File: src/rtl/imem_loader.sv
// Boot loader: assembles a little-endian byte stream into 32-bit words and writes
// them to the instruction memory from address 0, holding the CPU in reset meanwhile.
module imem_loader #(
   parameter int ADDR_W = 8
) (
   input  logic              clk,
   input  logic              rst,
   input  logic              start,
   input  logic              byte_valid,
   input  logic [7:0]        byte_data,
   output logic              byte_ready,
   output logic              im_we,
   output logic [ADDR_W-1:0] im_addr,
   output logic [31:0]       im_wdata,
   output logic              cpu_hold,
   output logic              busy,
   output logic              done,
   output logic              err
);

   // Handshake: a byte moves on a rising edge where byte_valid && byte_ready;
   // byte_ready depends on state only, byte_valid may be held or dropped freely.

   typedef enum logic [2:0] {
      S_IDLE, S_HDR_LO, S_HDR_HI, S_DATA, S_WR, S_FIN
   } state_t;

   localparam logic [31:0] DEPTH = 32'(1) << ADDR_W;

   state_t            state, state_next;
   logic              xfer;
   logic [7:0]        cnt_lo;
   logic [15:0]       hdr_n;
   logic              n_too_big;
   logic [15:0]       remaining;
   logic [ADDR_W-1:0] addr;
   logic [1:0]        byte_idx;
   logic [23:0]       asm_word;

   assign xfer      = byte_valid && byte_ready;
   assign hdr_n     = {byte_data, cnt_lo};
   assign n_too_big = {16'd0, hdr_n} > DEPTH;

   always_ff @(posedge clk or posedge rst) begin
      if (rst) state <= S_IDLE;
      else     state <= state_next;
   end

   always_comb begin
      state_next = state;
      case (state)
         S_IDLE:   if (start) state_next = S_HDR_LO;
         S_HDR_LO: if (xfer) state_next = S_HDR_HI;
         S_HDR_HI: if (xfer) state_next = (hdr_n == 16'd0 || n_too_big) ? S_FIN : S_DATA;
         S_DATA:   if (xfer && byte_idx == 2'd3) state_next = S_WR;
         S_WR:     state_next = (remaining == 16'd1) ? S_FIN : S_DATA;
         S_FIN:    state_next = S_IDLE;
         default:  state_next = S_IDLE;
      endcase
   end

   // Outputs are registered from the next state so they line up with it.
   always_ff @(posedge clk or posedge rst) begin
      if (rst) begin
         byte_ready <= 1'b0;
         im_we      <= 1'b0;
         im_addr    <= '0;
         im_wdata   <= '0;
         cpu_hold   <= 1'b0;
         busy       <= 1'b0;
         done       <= 1'b0;
         err        <= 1'b0;
         cnt_lo     <= '0;
         remaining  <= '0;
         addr       <= '0;
         byte_idx   <= '0;
         asm_word   <= '0;
      end else begin
         byte_ready <= (state_next == S_HDR_LO) || (state_next == S_HDR_HI) ||
                       (state_next == S_DATA);
         busy       <= (state_next != S_IDLE);
         im_we      <= (state_next == S_WR);
         case (state)
            S_IDLE: begin
               if (start) begin
                  cpu_hold <= 1'b1;
                  done     <= 1'b0;
                  err      <= 1'b0;
               end
            end
            S_HDR_LO: if (xfer) cnt_lo <= byte_data;
            S_HDR_HI: begin
               if (xfer) begin
                  remaining <= hdr_n;
                  byte_idx  <= '0;
                  addr      <= '0;
                  if (hdr_n == 16'd0) begin
                     done     <= 1'b1;
                     cpu_hold <= 1'b0;
                  end else if (n_too_big) begin
                     err <= 1'b1;
                  end
               end
            end
            S_DATA: begin
               if (xfer) begin
                  byte_idx <= byte_idx + 2'd1;
                  case (byte_idx)
                     2'd0: asm_word[7:0]   <= byte_data;
                     2'd1: asm_word[15:8]  <= byte_data;
                     2'd2: asm_word[23:16] <= byte_data;
                     default: begin
                        // Top lane goes straight into the write word.
                        im_addr  <= addr;
                        im_wdata <= {byte_data, asm_word};
                     end
                  endcase
               end
            end
            S_WR: begin
               addr      <= addr + 1'b1;
               remaining <= remaining - 16'd1;
               if (remaining == 16'd1) begin
                  done     <= 1'b1;
                  cpu_hold <= 1'b0;
               end
            end
            default: ;
         endcase
      end
   end

endmodule
File: config.mk
export PLATFORM = sky130hd
export DESIGN_NAME = imem_loader
export DESIGN_NICKNAME = d
export VERILOG_FILES = /design/src/rtl/imem_loader.sv
export SDC_FILE = /design/constraint.sdc
export NUM_CORES = 1
export LEC_CHECK = 0
export ABC_AREA = 1
export CAP_MARGIN = 20
export CORE_MARGIN = 10
export CORE_UTILIZATION = 25
export DETAILED_ROUTE_END_ITERATION = 10
export PLACE_DENSITY = 0.52
export SLEW_MARGIN = 20
export SYNTH_ARGS = -nofsm -noshare
export SYNTH_HDL_FRONTEND = slang
export SYNTH_SLANG_ARGS = --single-unit
File: constraint.sdc
create_clock -name clk -period 3.9 [get_ports clk]
set_clock_uncertainty 0.1 [all_clocks]
set_input_delay 0.975 -clock clk [delete_from_list [all_inputs] [get_ports clk]]
set_output_delay 0.975 -clock clk [all_outputs]
set_load 0.1 [all_outputs]
==> impl_metrics.py, run 1 <==
metrics = {
    "run_status": {
        "status": "complete, no violations",
    },
    "power": {
        "leakage_nw": 2.80,
        "ir_drop_mv": 0.586,
        "power.density_nw_per_um2": 735,
    },
    "clocking": {
        "htreeDepth": 3,
        "clk_pin_slew_ns": 0.08,
        "cts.repair.resized": 0,
        "cts_buffer_depth": 2,
        "postCtsSetupRepairBufs": 0,
        "cts_tree": "yes",
        "cts_made_buffers": 9,
        "ctsHoldBuffers": 0,
        "insertion_delay_ns": 0.35,
        "cts-root-buf": "clkbuf_16",
        "clock_sinks": 107,
    },
    "layout": {
        "mostFrequentLayoutCells": "129 x nand2_1, 107 x dfrtp_1, 62 x o21ai_0",
        "instances_no_fill": 807,
        "stdcell_area_um2": 5860,
        "drive_gt1_frac": 0.112,
        "layout.nets": 588,
        "area_growth_pct": 23.5,
        "utilization": 0.313,
        "diodes": 0,
        "final_common_cell": "nand2_1",
    },
    "grt": {
        "grt_antenna_before_repair": 0,
        "met2_usage": 0.162,
        "top_usage_layer": "met2",
        "grt_start_max_net_pins": 52,
        "grt_use_met1": 0.132,
        "gr-usage-met3": 0.0288,
        "grt_pass1_wl_um": 20000,
        "grt_pass1_vias": 3710,
        "grt_usage": 0.101,
        "overflow": 0,
    },
    "yosys": {
        "syn_avg_cell_area_um2": 9.28,
        "yosys_register_bits": 107,
        "synthCells": 511,
        "syn-num-nets": 531,
        "netlist_area_um2": 4740,
        "ys_seq_area_frac": 0.564,
        "yosysWarnings": 0,
        "synth.distinct_cells": 30,
    },
    "placed_design": {
        "place_inst": 791,
        "portBuffers": 57,
        "dp_hpwl_um": 8750,
        "place_area_um2": 5530,
        "place.gp.congestion": 0.809,
    },
    "sta": {
        "slew_headroom": 0.341,
        "finalCritPeriodShare": 0.759,
        "setup_tns_ns": 0,
        "layout_min_cycle_time_ns": 2.96,
        "finalSetupViolCount": 0,
        "finalHoldViolations": 0,
        "drv_slew": 0,
        "tightest_slew_ns": 0.986,
        "rsz0062_at_grt": "no",
        "fmax_mhz": 338,
    },
    "critical_path": {
        "crit_path_cell_trace": "clkdlybuf4s50_1",
        "slowest_stage": "clkdlybuf4s50_1",
        "crit_family": "buffers and inverters",
        "crit_arrival_ns": 1.89,
        "path_class": "reg -> out",
        "crit_path_start_kind": "register",
        "crit_buf_inv": 1,
        "cp.required_ns": 2.82,
        "worstPathMaxFanout": 2,
        "slowest_delay_ns": 1.15,
        "endpoint_kind": "output port",
    },
    "detailed_routing": {
        "wire_per_inst_um": 14.9,
        "drt_iter0_markers": 295,
        "ant_nets": 0,
        "drtPass1Iterations": 5,
        "viasPerCell": 4.53,
        "num_vias": 3652,
        "routed_wl_um": 12000,
        "drc_errors": 0,
    },
    "floorplanning": {
        "initial_core_util": 0.254,
        "io_pins": 58,
        "die_w_um": 158,
        "die_h_um": 158,
        "dieArea_um2": 24900,
        "design.core.area_um2": 18700,
        "rows": 50,
    },
    "worst_hold_path": {
        "min_path_type": "reg -> reg",
    },
    "flow_run": {
        "cap_violations": 0,
    },
}
cells by family (layout without fill, tap and decap cells):
group	after synthesis	after routing	synth area share
XOR/XNOR	1	1	0.00185
AND/OR/NAND/NOR	203	203	0.176
buffers and inverters	73	135	0.0625
adder cells (fa/ha/maj)	8	8	0.0211
flip-flops	107	107	0.564
multiplexers	24	24	0.0633
AO/OA/AOI/OAI	95	95	0.111
synthesized netlist by cell type:
cell type  instances  share of area
nand2_1          129           0.10
dfrtp_1          107           0.56
o21ai_0           62          0.065
inv_1             56          0.044
nor2_1            36          0.028
nand3_1           25          0.026
mux2_2            16          0.038
a21oi_1           14          0.015
clkbuf_1           8         0.0063
ha_1               8          0.021
mux2_4             8          0.025
o211ai_1           7          0.011
buf_2              5         0.0053
nor3_1             4         0.0042
o221ai_1           4         0.0074
o22ai_1            4         0.0053
nand2_2            3         0.0040
buf_6              2         0.0047
o21bai_1           2         0.0032
a22o_1             1         0.0018
a32oi_1            1         0.0018
and2_1             1         0.0013
clkinv_1           1        0.00079
clkinv_2           1         0.0011
nand3_2            1         0.0021
nand4_1            1         0.0013
nor2_2             1         0.0013
nor3_4             1         0.0034
nor4_1             1         0.0013
xor2_1             1         0.0018
registers in the layout (all words and copies together) (netlist names):
register    cells
im_we           1
done            1
im_wdata       32
addr            8
byte_ready      1
byte_idx        2
remaining      16
im_addr         8
state           3
asm_word       24
busy            1
err             1
cnt_lo          8
cpu_hold        1
power breakdown:
group          switching (mW)  total, mW  internal (mW)
logic                    1.12       1.58          0.451
clock network           0.458      0.981          0.523
registers               0.281       1.75           1.47
total                    1.86       4.31           2.44
per-layer routing:
layer	share of wire	wire length, µm	up-vias
li1	-	-	1778
met1	0.45	5440	1752
met2	0.48	5770	109
met3	0.061	730	13
met4	0.0087	105	0
met5	0	0	-
metrics by stage:
step	total power [mW]	hold slack [ns]	setup slack, ns
floorplan	2.93	0.349	0.00776
global placement	3.31	0.364	0.782
detailed placement	3.35	0.374	0.705
CTS	4.35	0.395	0.899
global route	4.60	0.414	0.867
finish	4.31	0.389	0.939
worst reg2reg max path: stages (launching register included):
cell     delay, ns
dfrtp_1       0.53
nand3_2       0.27
inv_1         0.65
nand3_1       0.20
nor2_1        0.19
nand2_1       0.09
nor2_1        0.10
a21oi_1       0.05
final cells by class:
type                    instances  area (µm²)
clock buffers                   9         225
clock inverters                 7         103
fillers                      1919       12800
inverters                      58         221
multi-input cells             331        1770
flip-flops and latches        107        2680
well taps                     234         293
repair buffers                 61         571
worst paths after layout:
check	startpoint	end	slack, ns	cells after the start
min in group asynchronous	rst	im_wdata[2]	0.95	2
setup reg to reg	state[2]	addr[7]	1.61	7
hold / removal	asm_word[22]	asm_word[22]	0.39	2
hold reg to reg	asm_word[22]	asm_word[22]	0.39	2
max in group asynchronous	rst	addr[2]	1.87	3
setup / recovery	im_wdata[0]	im_wdata[0]	0.94	1
No activity file was read; power rests on OpenSTA's default activity.
==> run 2: changes to the inputs <==
Settings changed: PLACE_DENSITY 0.52 to 0.5.
Clock period 3.9 ns to 3.05 ns, I/O delays scaled along.
==> impl_metrics.py, run 2 (same netlist as run 1, synthesis figures left out) <==
metrics = {
    "critical_path": {
        "ff2ff_setup_slack_ns": 1.11,
        "crit_arrival_ns": 2.43,
        "endpoint_kind": "register",
        "crit_path_start_kind": "primary input",
        "cp.required_ns": 3.19,
        "worstPathMaxFanout": 10,
        "path_class": "in -> reg",
    },
    "grt": {
        "grt_start_max_net_pins": 63,
        "gr-usage-met3": 0.0350,
        "grt_usage": 0.0992,
        "overflow": 0,
        "met2_usage": 0.157,
        "grt_pass1_vias": 3576,
        "grt_pass1_wl_um": 19400,
        "grt_use_met1": 0.127,
        "grt_antenna_before_repair": 0,
        "top_usage_layer": "met2",
    },
    "layout": {
        "largest_register_ffs": 32,
        "drive_gt1_frac": 0.175,
        "diodes": 0,
        "largestRegisters": "im_wdata (32), asm_word (24), remaining (16)",
        "area_growth_pct": 22.6,
        "seq_area_um2": 2680,
        "final_common_cell": "nand2_1",
        "stdcell_area_um2": 5810,
        "layout.nets": 592,
        "mostFrequentLayoutCells": "129 x nand2_1, 107 x dfrtp_1, 62 x o21ai_0",
        "regMostFlops": "im_wdata",
        "multi_input_area_um2": 1770,
        "fill_cells": 1931,
    },
    "power": {
        "power.density_nw_per_um2": 942,
        "leakage_nw": 2.89,
        "ir_drop_mv": 0.763,
    },
    "detailed_routing": {
        "ant_nets": 0,
        "drt_iter0_markers": 264,
        "wire_per_inst_um": 14.8,
        "num_vias": 3619,
        "drtPass1Iterations": 5,
        "routed_wl_um": 12000,
        "drc_errors": 0,
        "viasPerCell": 4.46,
    },
    "clocking": {
        "ctsHoldBuffers": 0,
        "cts.repair.resized": 0,
        "htreeDepth": 3,
        "cts_tree": "yes",
        "insertion_delay_ns": 0.36,
        "cts_buffer_depth": 2,
        "postCtsSetupRepairBufs": 0,
        "clock_sinks": 107,
        "cts-root-buf": "clkbuf_16",
        "clk_pin_slew_ns": 0.07,
        "cts_made_buffers": 9,
    },
    "floorplanning": {
        "design.core.area_um2": 18700,
        "die_h_um": 158,
        "dieArea_um2": 24900,
        "io_pins": 58,
        "die_w_um": 158,
        "initial_core_util": 0.254,
        "rows": 50,
    },
    "worst_hold_path": {
        "min_path_type": "reg -> reg",
    },
    "sta": {
        "fmax_mhz": 436,
        "slew_headroom": 0.668,
        "setup_tns_ns": 0,
        "tightest_slew_ns": 0.497,
        "layout_min_cycle_time_ns": 2.29,
        "finalSetupViolCount": 0,
        "rsz0062_at_grt": "no",
        "hold_ws_ns": 0.385,
        "finalCritPeriodShare": 0.752,
        "finalHoldViolations": 0,
        "drv_slew": 0,
    },
    "flow_run": {
        "cap_violations": 0,
    },
    "placed_design": {
        "dp_hpwl_um": 8740,
        "portBuffers": 57,
        "place_area_um2": 5500,
        "place.gp.congestion": 0.858,
    },
    "run_status": {
        "status": "complete, no violations",
    },
}
## run 2: cell count changes in the layout (fill, tap and decap cells not counted), sizes merged
cell,delta
buf,+38
clkbuf,+2
clkdlybuf4s50,-34
clkinv,-1
clkinvlp,+1
inv,-2
## run 2: report_power, final
part	leakage, nW	internal (mW)	total (mW)	switching (mW)
Sequential	1.42	1.88	2.23	0.349
Combinational	1.32	0.577	2.02	1.44
Clock	0.153	0.673	1.23	0.557
## run 2: final timing paths
check	startpoint	endpoint	depth (start not counted)
setup reg to reg	state[2]	remaining[15]	6
max in group asynchronous	rst	err	3
hold reg to reg	asm_word[3]	asm_word[3]	2
min in group asynchronous	rst	im_wdata[2]	2
hold / removal	asm_word[3]	asm_word[3]	2
setup / recovery	byte_valid	busy	7
## run 2: worst max-delay path: stages
cell and delay [ns]:
clkdlybuf4s50_1 0.39, nand2_1 0.13, inv_1 0.10, nand2_1 0.23
clkinv_1 0.35, a21oi_1 0.36, nand2_1 0.10
## run 2: final cells by class
type | instances | share of cell area
well taps | 234 | 0.0504
clock buffers | 11 | 0.0418
inverters | 58 | 0.0383
repair buffers | 65 | 0.0930
clock inverters | 5 | 0.0116
multi-input cells | 331 | 0.304
flip-flops and latches | 107 | 0.461
## run 2: stage by stage
step / power, mW / std cells / setup slack [ns] / util
floorplan: 3.74 / 511 / 0.796 / -
global placement: 4.23 / 795 / 0.442 / 0.294
detailed placement: 4.29 / 795 / 0.397 / 0.294
CTS: 5.54 / 811 / 0.771 / 0.311
global route: 5.86 / 811 / 0.559 / 0.311
finish: 5.48 / 811 / 0.758 / 0.311
## run 2: per-layer routing
metal  vias up  share of wire
met3        11          0.064
li1       1785              -
met2        87           0.46
met5         -              0
met1      1736           0.46
met4         0         0.0081
